File: src/rtl/updown_counter_param.sv
// Parametrised up/down modulo counter.
// Adds load, enable, wrap/saturate, terminal count and wrap pulse.
module updown_counter_param #(
  parameter int WIDTH   = 3,
  parameter int MODULUS = 2**WIDTH
) (
  input  logic             clk,
  input  logic             clear,
  input  logic             en,
  input  logic             mode,
  input  logic             load,
  input  logic [WIDTH-1:0] din,
  input  logic             sat,
  output logic [WIDTH-1:0] q,
  output logic             tc,
  output logic             wrap
);

  // Reject widths and moduli the counter cannot represent.
  if (WIDTH < 1 || MODULUS < 2 || MODULUS > (1 << WIDTH)) begin : g_bad_param
    $error("updown_counter_param: illegal WIDTH/MODULUS");
  end

  localparam logic [WIDTH:0]   MOD_EXT = (WIDTH+1)'(MODULUS);
  localparam logic [WIDTH-1:0] TOP     = WIDTH'(MODULUS - 1);
  localparam logic [WIDTH-1:0] ONE     = WIDTH'(1);

  logic at_top;
  logic at_zero;
  logic din_ok;

  // End detection and load range check on current state and inputs.
  always_comb begin
    at_top  = (q == TOP);
    at_zero = (q == '0);
    din_ok  = ({1'b0, din} < MOD_EXT);
  end

  // Terminal count feeds a cascaded stage's enable.
  assign tc = en & (mode ? at_top : at_zero);

  // Count state: clear beats load beats step beats hold.
  always_ff @(posedge clk) begin
    if (clear) begin
      q    <= '0;
      wrap <= 1'b0;
    end else if (load) begin
      q    <= din_ok ? din : TOP;
      wrap <= 1'b0;
    end else if (en) begin
      if (mode) begin
        if (!at_top) begin
          q    <= q + ONE;
          wrap <= 1'b0;
        end else if (!sat) begin
          q    <= '0;
          wrap <= 1'b1;
        end else begin
          wrap <= 1'b0;
        end
      end else begin
        if (!at_zero) begin
          q    <= q - ONE;
          wrap <= 1'b0;
        end else if (!sat) begin
          q    <= TOP;
          wrap <= 1'b1;
        end else begin
          wrap <= 1'b0;
        end
      end
    end else begin
      wrap <= 1'b0;
    end
  end

endmodule

File: config.mk
export PLATFORM = sky130hd
export DESIGN_NAME = updown_counter_param
export DESIGN_NICKNAME = d
export VERILOG_FILES = /design/src/rtl/updown_counter_param.sv
export SDC_FILE = /design/constraint.sdc
export NUM_CORES = 1
export LEC_CHECK = 0
export CAP_MARGIN = 20
export CORE_AREA = 2 2 39 41
export CTS_BUF_LIST = sky130_fd_sc_hd__clkbuf_4 sky130_fd_sc_hd__clkbuf_8 sky130_fd_sc_hd__clkbuf_16
export CTS_CLUSTER_DIAMETER = 40
export CTS_CLUSTER_SIZE = 25
export DETAILED_ROUTE_END_ITERATION = 8
export DIE_AREA = 0 0 41 43
export HOLD_SLACK_MARGIN = 0.15
export PLACE_DENSITY_LB_ADDON = 0.15
export SETUP_SLACK_MARGIN = 0.15
export SYNTH_ARGS = -nofsm -noshare
export SYNTH_HDL_FRONTEND = slang
export SYNTH_SLANG_ARGS = --single-unit
export TNS_END_PERCENT = 10
File: constraint.sdc
create_clock -name clk -period 2.7 [get_ports clk]
set_input_delay 0.27 -clock clk [delete_from_list [all_inputs] [get_ports clk]]
set_output_delay 0.27 -clock clk [all_outputs]
set_load 0.02 [all_outputs]
# --- Word-level counts from Yosys, hierarchy flattened ---
# Index checks and enable logic that the tools add are counted.
totals:
  reg_bits: 4
  latch_bits: 0
  ramBits: 0
  rom_bits: 0
  out_inout_bits: 5
  elab_cells: 25
  memories: 0
op_classes:
  n_addsub: 2
  mul: 0
  n_div: 0
  magnitude_cmp: 0
  eq_ne: 3
  n_shift: 0
  mux: 12
  n_bitwise: 2
  reduce_logical: 4
op_table:
  columns: ["operator", "count"]
  rows:
  - ["two-way mux 3 bit", 7]
  - ["inequality test 4 bit, second input constant", 2]
  - ["two-way mux 1 bit", 5]
  - ["adder 3 x 1 -> 3 bit, second input constant", 1]
  - ["== test 3 bit, second input constant", 1]
  - ["zero test 3 bit", 1]
  - ["AND reduction 3 bit", 1]
  - ["OR reduction 3 bit", 1]
  - ["subtractor 3 x 1 -> 3 bit, second input constant", 1]
  - ["nonzero test 2 bit", 1]
  - ["bitwise AND 1 bit", 1]
  - ["inverter 1 bit", 1]

# --- Longest topological paths before layout ---
depth:
  ltp_word: 5
  mapped_depth: 6

# --- Worst setup path before layout ---
# No wires, ideal clock.
synth_path:
  path_kind: "reg-to-reg"
  start: "reg q[0]"
  end: "reg q[2]"
  arrival_time_ns: 1.647
  t_required_ns: 2.583
  slack_ns: 0.935
  path_stages_with_launch: 7
  path_buffers: 0
  synth_period_minus_slack_ns: 1.765
  path_cell_list: "dfxtp_1 inv_1 ha_1 or3b_4 a31oi_2 a211o_1 a32o_1"
synth_via:
  elab_chain_len: 5
  word_cells_on_any_way: 12
  classes_between: "add/sub: 2; eq/ne: 3; mux: 5; reduce/logical: 2"
synth_lines:
  columns: ["item", "line", "source"]
  rows:
  - ["from (decl)", "14", "output logic [WIDTH-1:0] q,"]
  - ["from (signal assigned)", "48", "q <= din_ok ? din : TOP;"]
  - ["from (signal assigned)", "53", "q <= q + ONE;"]
  - ["from (signal assigned)", "63", "q <= q - ONE;"]
  - ["subtractor 3 x 1 -> 3 bit (tied with other cells)", "63", null]
  - ["two-way mux 3 bit, on equally long branches", "62, 52", null]
  - ["two-way mux 3 bit", "51", "if (mode) begin"]
  - ["two-way mux 3 bit", "50", "end else if (en) begin"]
  - ["two-way mux 3 bit", "47", "end else if (load) begin"]
# Several ways; a longest one is shown, not always the timed one. The select of a mux whose other input is x is not followed.
# A chain may end at the register's enable or synchronous reset.

# --- Final worst setup path ---
layout_path:
  start: "reg q[0]"
  end: "out tc"
layout_via:
  elab_chain_len: 3
  word_cells_on_any_way: 4
  classes_between: "eq/ne: 1; mux: 1; bitwise: 1; reduce/logical: 1"
layout_lines:
  columns: ["item", "line", "source"]
  rows:
  - ["== test 3 bit or zero test 3 bit (tied branches)", "34, 35", null]
  - ["two-way mux 1 bit (*)", "40", "assign tc = en & (mode ? at_top : at_zero);"]
  - ["bitwise AND 1 bit (*)", "40", null]
  - ["to (decl)", "15", "output logic tc,"]
# Mark *: on every way between the ends. The rest lies on a longest branch, timed or not.

==> results.json <==
{
  "drc_errors": 0,
  "synth_seq_cells": 4,
  "syn_avg_cell_area_um2": 8.79,
  "syn_area_um2": 325,
  "wl_met3_um": 27,
  "finalClockSkew_ps": 0.206,
  "diodes": 0,
  "grt_antenna_before_repair": 0,
  "netlist.top_cell.by_area": "dfxtp_1",
  "setup-violations-final": 0,
  "drive_gt1_frac": 0.0943,
  "clk_pin_slew_ps": 40,
  "ys_warn_count": 0,
  "status": "finished, final reports clean",
  "fmax_mhz": 486,
  "initial_core_util": 0.235,
  "yosysSeqAreaShare": 0.246,
  "tightestPinTransition_ps": 301,
  "required_ps": 2430,
  "gp_congestion": 0.719,
  "crit_fanout": 4,
  "first_iter_violations": 4,
  "routed_wl_um": 767,
  "clock_sinks": 4,
  "wl_per_cell_um": 11.1,
  "hold_depth": 2,
  "dieArea_um2": 1760,
  "yosysUniqueCellTypes": 25,
  "core_um2": 1380,
  "period_share": 0.761,
  "antenna_left": 0,
  "syn_to_final_growth_pct": 53.8,
  "netlist_instances": 37,
  "slew_headroom": 0.797,
  "powerDensity_nw_per_um2": 428,
  "cts_resized": 0,
  "cp.arrival_ps": 1790,
  "rows": 14,
  "critPathLaunchType": "register",
  "io_buffers": 13,
  "clk_path_buf_depth": 2,
  "synthTopCellsByCount": "dfxtp_1 (4), ha_1 (4), inv_1 (3), nand2_1 (3)",
  "crit_path_top_delay_cell": "or3b_4",
  "async_reset_ff_frac": 0,
  "syn_nets": 50,
  "fin_nets": 68,
  "grt_pass1_vias": 318,
  "via_per_inst": 4.58,
  "maxSlewViolCount": 0,
  "ir_worst_vdd_v": 0.000103,
  "met2WireLength_um": 353,
  "dpl_cell_area_um2": 475,
  "grt_remaining_overflow": 0,
  "clk_latency_ps": 230,
  "hold_viol": 0,
  "fin_tns_setup_ps": 0,
  "synth_area_leaders": "dfxtp_1 (25%), ha_1 (15%), a31oi_2 (3.8%), nand4_1 (3.8%), nor2b_1 (3.8%)",
  "synth_ff_type": "dfxtp_1",
  "cts_htree_levels": 1,
  "vias": 316,
  "chipWidth_um": 41,
  "wl_met1_um": 386,
  "grtUsageTotal": 0.101,
  "grt_max_degree": 8,
  "io_pins": 14,
  "drt-pass1-iter-count": 3,
  "dp_slack_ps": 398,
  "crit_chain": "inv_1 -> ha_1 -> or3b_4 -> a21boi_1 -> dlymetal6s2s_1",
  "drv_cap": 0,
  "p_leak_uw": 0.000212,
  "multiInputGateArea_um2": 234,
  "cts_tree": "yes",
  "synth_top_area_share": 0.246,
  "min_period_ps": 2060,
  "die_y_um": 43,
  "r2r_cells": 6,
  "dr.max_layer_used": "met3",
  "synth_edf_count": 0,
  "ff_latch_area_um2": 80.1,
  "worst_slack_ps": 644,
  "cts_hold_buf": 0,
  "grt_pass1_wl_um": 1210,
  "nFillCells": 154,
  "cts_buffers": 3,
  "crit_type": "reg -> out",
  "post-cts-setup-buffer-count": 0,
  "root_buffer": "clkbuf_4",
  "cp_slowest_stage_delay_ps": 410,
  "final_cell_area_um2": 500,
  "hold_path.class": "reg -> reg",
  "end_kind": "output pin",
  "rsz0062_at_grt": "false"
}
==> registers in the layout, summed over array words and instances, names as in the netlist <==
signal and cells:
wrap 1, q 3
==> area by class of cell <==
type	count	share of cell area
inverters	3	0.0225
flip-flops and latches	4	0.160
multi-input cells	30	0.467
repair buffers	13	0.265
clock buffers	3	0.0450
well taps	16	0.0400
==> routing by layer <==
metal	up-vias	GRT usage
met4	0	0.0800
met5	-	0
li1	175	-
met2	7	0.156
met3	0	0
met1	134	0.124
==> report_power, final <==
part | internal (uW) | switching (uW)
clock | 49.6 | 22.6
combinational | 39.5 | 31.9
sequential | 64.0 | 6.53
==> logic make-up (layout without fill, tap and decap cells) <==
| family | Yosys count | count (layout) | synth area share |
|---|---|---|---|
| and+or+nand+nor | 15 | 15 | 0.285 |
| AOI/OAI and AO/OA | 11 | 11 | 0.281 |
| adders and majority gates | 4 | 4 | 0.154 |
| DFF | 4 | 4 | 0.246 |
| buffers and inverters | 3 | 19 | 0.0346 |
==> stage by stage <==
stage	hold WS, ps	cells	total power (uW)	utilization
floorplan	366	37	111	-
global placement	528	66	144	0.344
detailed placement	538	66	144	0.344
CTS	543	69	220	0.360
global route	601	69	229	0.362
finish	545	69	214	0.362
==> worst max-delay path: cells and delay by family, from the launching register on <==
family	cells	cell delay [ps]
AOI/OAI and AO/OA	1	190
adders and majority gates	1	210
buffers and inverters	2	400
DFF	1	350
and+or+nand+nor	1	410
==> layout by cell type, fill, tap and decap left out, drive strengths merged <==
master	n
nand3	1
nor2b	2
nor2	1
a311o	1
dlymetal6s2s	1
nand4	2
a21boi	1
clkbuf	3
nor3	1
a211o	1
o211ai	1
dfxtp	4
or2b	1
a32o	1
o21ai	2
ha	4
and3b	1
or3b	1
inv	3
clkdlybuf4s50	12
o2bb2ai	1
nand3b	1
o311ai	1
and2b	1
a31oi	1
nand2	3
a211oi	1
==> worst paths after layout <==
path | slack, ps | endpoint | start
worst max-delay path | 640 | tc | q[0]
worst min-delay path | 540 | q[1] | q[1]
worst max register to register | 900 | q[2] | q[0]
worst min register to register | 540 | q[1] | q[1]
(Power assumes the default switching activity.)
==> patch 1: new RTL, config.mk and constraints unchanged <==
Add an input register stage for `clear`, `en`, `mode`, `load`, `din` and `sat`, without a reset; this delays them by one clock.
--- a/src/rtl/updown_counter_param.sv
+++ b/src/rtl/updown_counter_param.sv
@@ -17,4 +17,20 @@
 );
 
+  logic clear_q;
+  logic en_q;
+  logic mode_q;
+  logic load_q;
+  logic [WIDTH-1:0] din_q;
+  logic sat_q;
+
+  always_ff @(posedge clk) begin
+    clear_q <= clear;
+    en_q    <= en;
+    mode_q  <= mode;
+    load_q  <= load;
+    din_q   <= din;
+    sat_q   <= sat;
+  end
+
   // Reject widths and moduli the counter cannot represent.
   if (WIDTH < 1 || MODULUS < 2 || MODULUS > (1 << WIDTH)) begin : g_bad_param
@@ -34,24 +50,24 @@
     at_top  = (q == TOP);
     at_zero = (q == '0);
-    din_ok  = ({1'b0, din} < MOD_EXT);
+    din_ok  = ({1'b0, din_q} < MOD_EXT);
   end
 
   // Terminal count feeds a cascaded stage's enable.
-  assign tc = en & (mode ? at_top : at_zero);
+  assign tc = en_q & (mode_q ? at_top : at_zero);
 
   // Count state: clear beats load beats step beats hold.
   always_ff @(posedge clk) begin
-    if (clear) begin
+    if (clear_q) begin
       q    <= '0;
       wrap <= 1'b0;
-    end else if (load) begin
-      q    <= din_ok ? din : TOP;
+    end else if (load_q) begin
+      q    <= din_ok ? din_q : TOP;
       wrap <= 1'b0;
-    end else if (en) begin
-      if (mode) begin
+    end else if (en_q) begin
+      if (mode_q) begin
         if (!at_top) begin
           q    <= q + ONE;
           wrap <= 1'b0;
-        end else if (!sat) begin
+        end else if (!sat_q) begin
           q    <= '0;
           wrap <= 1'b1;
@@ -63,5 +79,5 @@
           q    <= q - ONE;
           wrap <= 1'b0;
-        end else if (!sat) begin
+        end else if (!sat_q) begin
           q    <= TOP;
           wrap <= 1'b1;
Behaviour: not the same (a bounded check fails within 4 cycles, from zero or initial values).
==> patch 1 against the original RTL <==
  * Synthesized cell count up 22%
  * Area after synthesis up 55%
  * Sequential cell count up 8
  * Cell area up 38%
  * Total power up 93%
  * Setup slack better by 4.7 ps
  * Sequential power rose to 2.8 times the old value
  * Routed wire length up 9.9%
  * Critical path type unchanged
  * Largest power group is now registers
==> patch 1: results (changes against the original RTL) <==
{
  "run_status": "finished, final reports clean",
  "worst_hold_startpoint": "sat_q",
  "peakVddDrop": {"value": 0.315, "unit": "mV", "change": "+210%"},
  "drt_iter0_drc": {"value": 1, "change": "-3"},
  "synth_compound_gate_area_share": {"value": 18.4, "unit": "%", "change": "-9.7 points"},
  "worst_skew_pair.late_latency": {"value": 270, "unit": "ps", "change": "+40 ps"},
  "worst_hold_path.num_cells": {"value": 1, "change": "-1"},
  "whs": {"value": 423, "unit": "ps", "change": "-122 ps"},
  "drt_pass1_iterations": {"value": 2, "change": "-1"},
  "path_clk_slew": {"value": 70, "unit": "ps", "change": "+30 ps"},
  "power.internal": {"value": 0.314, "unit": "mW", "change": "+100%"},
  "max_slew.worst_pin.slew": {"value": 358, "unit": "ps", "change": "+56.9 ps"},
  "total_leakage_power": {"value": 0.301, "unit": "nW", "change": "+42%"},
  "detail_route.wl_per_cell": {"value": 10.8, "unit": "um", "change": "-2.8%"},
  "yosys-mux-area-fraction": {"value": 1.99, "unit": "%", "change": "+2.0 points"},
  "finalClockSkew": {"value": 4.05, "unit": "ps", "change": "+3.85 ps"},
  "route.vias.total": {"value": 379, "change": "+20%"},
  "post-place-ws": {"value": 517, "unit": "ps", "change": "+119 ps"},
  "globalRouteMet3Util": {"value": 4.71, "unit": "%", "change": "+4.7 points"},
  "layout_top_registers": "din_q x3, q x3",
  "syn_nets": {"value": 58, "change": "+16%"},
  "post_route_cells_drive_above_1_share": {"value": 14.5, "unit": "%", "change": "+5.1 points"},
  "synth_seq_area_share": {"value": 47.8, "unit": "%", "change": "+23 points"},
  "global_route.usage.met2": {"value": 19.1, "unit": "%", "change": "+3.4 points"},
  "avgSynthCellArea": {"value": 11.2, "unit": "um^2", "change": "+27%"},
  "total_switching_power": {"value": 0.0996, "unit": "mW", "change": "+63%"},
  "ratio_of_final_minimum_period_to_clock_period": {"value": 76.0, "unit": "%", "change": "-0.18 points"},
  "r2r_setup_slack": {"value": 930, "unit": "ps", "change": "+30 ps"},
  "globalRouteMet1Util": {"value": 14.9, "unit": "%", "change": "+2.5 points"},
  "globalRouteTotalUtil": {"value": 13.2, "unit": "%", "change": "+3.1 points"},
  "final_net_count": {"value": 76, "change": "+12%"},
  "yosys.area_share.adder": {"value": 9.95, "unit": "%", "change": "-5.4 points"}
}
-- patch 1: cell count changes after synthesis, moves of 2 or more --
cell	change
sky130_fd_sc_hd__a311oi_1	+2
sky130_fd_sc_hd__nand2_1	+2
sky130_fd_sc_hd__dfxtp_1	+8
sky130_fd_sc_hd__nor2b_1	-2
sky130_fd_sc_hd__nand4_1	-2
-- patch 1: layout make-up --
cell class	instances	area, um^2
clock buffers	4	36.3
fillers	136	692
inverters	3	11.3
multi-input cells	30	251
flip-flops and latches	12	240
well taps	16	20.0
repair buffers	13	133
-- patch 1: layer usage --
metal  share of wire (%)  wire length, um  up-vias
met5                   0                0        -
met4                 1.4               12        0
met3                 3.4               29        2
met2                  51              428        9
met1                  44              373      174
li1                    -                -      194
-- patch 1: final timing paths --
path	to
max	tc
min	wrap
max reg2reg	q[2]
min reg2reg	wrap
-- patch 1: repair_timing --
action	4_1_cts	5_1_grt
setup endpoints to repair	0	1
buffers inserted	0	0
resized for setup	0	1
==> patch 2: new RTL, config.mk and constraints unchanged <==
Made on the original files. `WIDTH`: 3 -> 2.
--- a/src/rtl/updown_counter_param.sv
+++ b/src/rtl/updown_counter_param.sv
@@ -2,5 +2,5 @@
 // Adds load, enable, wrap/saturate, terminal count and wrap pulse.
 module updown_counter_param #(
-  parameter int WIDTH   = 3,
+  parameter int WIDTH   = 2,
   parameter int MODULUS = 2**WIDTH
 ) (
Interface: changed (resized din and q); port bits go from 14 to 12. The function was not compared with the original's and may differ.
==> patch 2 against the original RTL <==
  * Routed wire length down 33%
  * Cell area shrank 25%
  * Setup slack got worse by 160 ps
  * Sequential power fell by 29%
  * Sequential cell count decreased by 1
  * Die area did not move
  * Area after synthesis is 33% lower
  * Total power is 12% lower
==> patch 2: results (changes against the original RTL) <==
{
  "dp_cells": {"value": 50, "change": "-24%"},
  "drt_pass1_iterations": {"value": 4, "change": "+1"},
  "synth_cell_types": {"value": 16, "change": "-36%"},
  "final_std_cells_w_o_fill": {"value": 54, "change": "-22%"},
  "power.switching_fraction": {"value": 24.6, "unit": "%", "change": "-3.9 points"},
  "final_net_count": {"value": 49, "change": "-28%"},
  "post_route_cells_drive_above_1_share": {"value": 23.7, "unit": "%", "change": "+14 points"},
  "syn_nets": {"value": 33, "change": "-34%"},
  "grt_max_degree": {"value": 6, "change": "-2"},
  "critical_path.max_fanout": {"value": 5, "change": "+1"},
  "peakVddDrop": {"value": 0.167, "unit": "mV", "change": "+62%"},
  "drt_iter0_drc": {"value": 3, "change": "-1"},
  "run_status": "finished, final reports clean",
  "arrival": {"value": 1950, "unit": "ps", "change": "+160 ps"},
  "ratio_of_routed_vias_to_standard_cells": {"value": 4.06, "change": "-11%"},
  "finalWeightedCongestion": {"value": 0.629, "change": "-12%"},
  "grt_first_pass_wirelength": {"value": 669, "unit": "um", "change": "-45%"},
  "maxSlewHeadroom": {"value": 85.7, "unit": "%", "change": "+6.0 points"},
  "via_count_of_the_first_global_routing_pass": {"value": 194, "change": "-39%"},
  "total_leakage_power": {"value": 0.154, "unit": "nW", "change": "-27%"},
  "synth_seq_area_share": {"value": 27.6, "unit": "%", "change": "+3.0 points"},
  "synth_cells": {"value": 23, "change": "-38%"},
  "layout_top_registers": "q x2, wrap x1",
  "synth_commonest_cells": "sky130_fd_sc_hd__dfxtp_1 (3), sky130_fd_sc_hd__inv_1 (3), sky130_fd_sc_hd__a21oi_1 (2), sky130_fd_sc_hd__ha_1 (2), sky130_fd_sc_hd__nand2_1 (2)",
  "synth.area.top_cells": "sky130_fd_sc_hd__dfxtp_1 (28%), sky130_fd_sc_hd__ha_1 (11%), sky130_fd_sc_hd__mux2_4 (6.9%)"
}
[patch 2: cell count changes in the layout (fill, tap and decap cells not counted), moves of 2 or more]
| cell | delta |
|---|---|
| sky130_fd_sc_hd__ha_1 | -2 |
| sky130_fd_sc_hd__a21oi_1 | +2 |
| sky130_fd_sc_hd__nand4_1 | -2 |
| sky130_fd_sc_hd__nor2b_1 | -2 |
[patch 2: kinds of logic (layout without fill, tap and decap cells)]
| logic type | count (synthesis) | after routing | share of synthesized area, % |
|---|---|---|---|
| xor gates and xnor gates | 1 | 1 | 4.02 |
| muxes | 2 | 2 | 11.5 |
| adders and majority gates | 2 | 2 | 11.5 |
| buffers and inverters | 3 | 18 | 5.17 |
| and+or+nand+nor | 5 | 5 | 14.9 |
| DFF | 3 | 3 | 27.6 |
| AOI/OAI and AO/OA | 7 | 7 | 25.3 |
[patch 2: path summary, 6_finish.rpt]
| check | startpoint | end | slack, ps | cells after the start |
|---|---|---|---|---|
| hold / removal | din[0] | q[0] | 590 | 3 |
| setup / recovery | q[0] | tc | 480 | 5 |
| hold reg to reg | q[1] | q[1] | 670 | 3 |
| setup reg to reg | q[0] | q[1] | 1160 | 6 |
[patch 2: power groups by stage]
stage / clock (mW) / combinational [mW] / sequential [mW]
CTS: 0.0927 / 0.0512 / 0.0501
global placement: 0 / 0.0501 / 0.0508
global route: 0.0943 / 0.0546 / 0.0504
floorplan: 0 / 0.0229 / 0.0537
finish: 0.0878 / 0.0505 / 0.0500
detailed placement: 0 / 0.0509 / 0.0508
[patch 2: routing by layer]
layer | up-vias | wire length, um | track usage [%] | part of all wire, %
met5 | - | 0 | 0 | 0
met4 | 0 | 0 | 8.00 | 0
met3 | 0 | 44 | 2.09 | 8.6
met2 | 8 | 257 | 8.13 | 50
met1 | 97 | 210 | 6.37 | 41
li1 | 114 | - | - | -
[patch 2: final cells by class]
class | instances | area [um^2]
Clock buffer | 4 | 30.0
Fill cell | 153 | 1010
Inverter | 3 | 11.3
Multi-Input combinational cell | 17 | 146
Sequential cell | 3 | 60.1
Tap cell | 16 | 20.0
Timing Repair Buffer | 11 | 110
[patch 2: worst max-delay path, cell delays in order, from the launching register on]
cell and delay, ps:
sky130_fd_sc_hd__dfxtp_1 390, sky130_fd_sc_hd__inv_1 90, sky130_fd_sc_hd__ha_1 210, sky130_fd_sc_hd__mux2_4 290, sky130_fd_sc_hd__and2_2 200, sky130_fd_sc_hd__clkdlybuf4s50_1 530
[patch 2: per-stage QoR]
step / setup slack (ps) / hold WS, ps / instance area, um^2
CTS: 458 / 585 / 378
global placement: 539 / 662 / 348
floorplan: 1150 / 339 / 218
global route: 427 / 611 / 378
detailed placement: 529 / 677 / 348
finish: 482 / 593 / 378
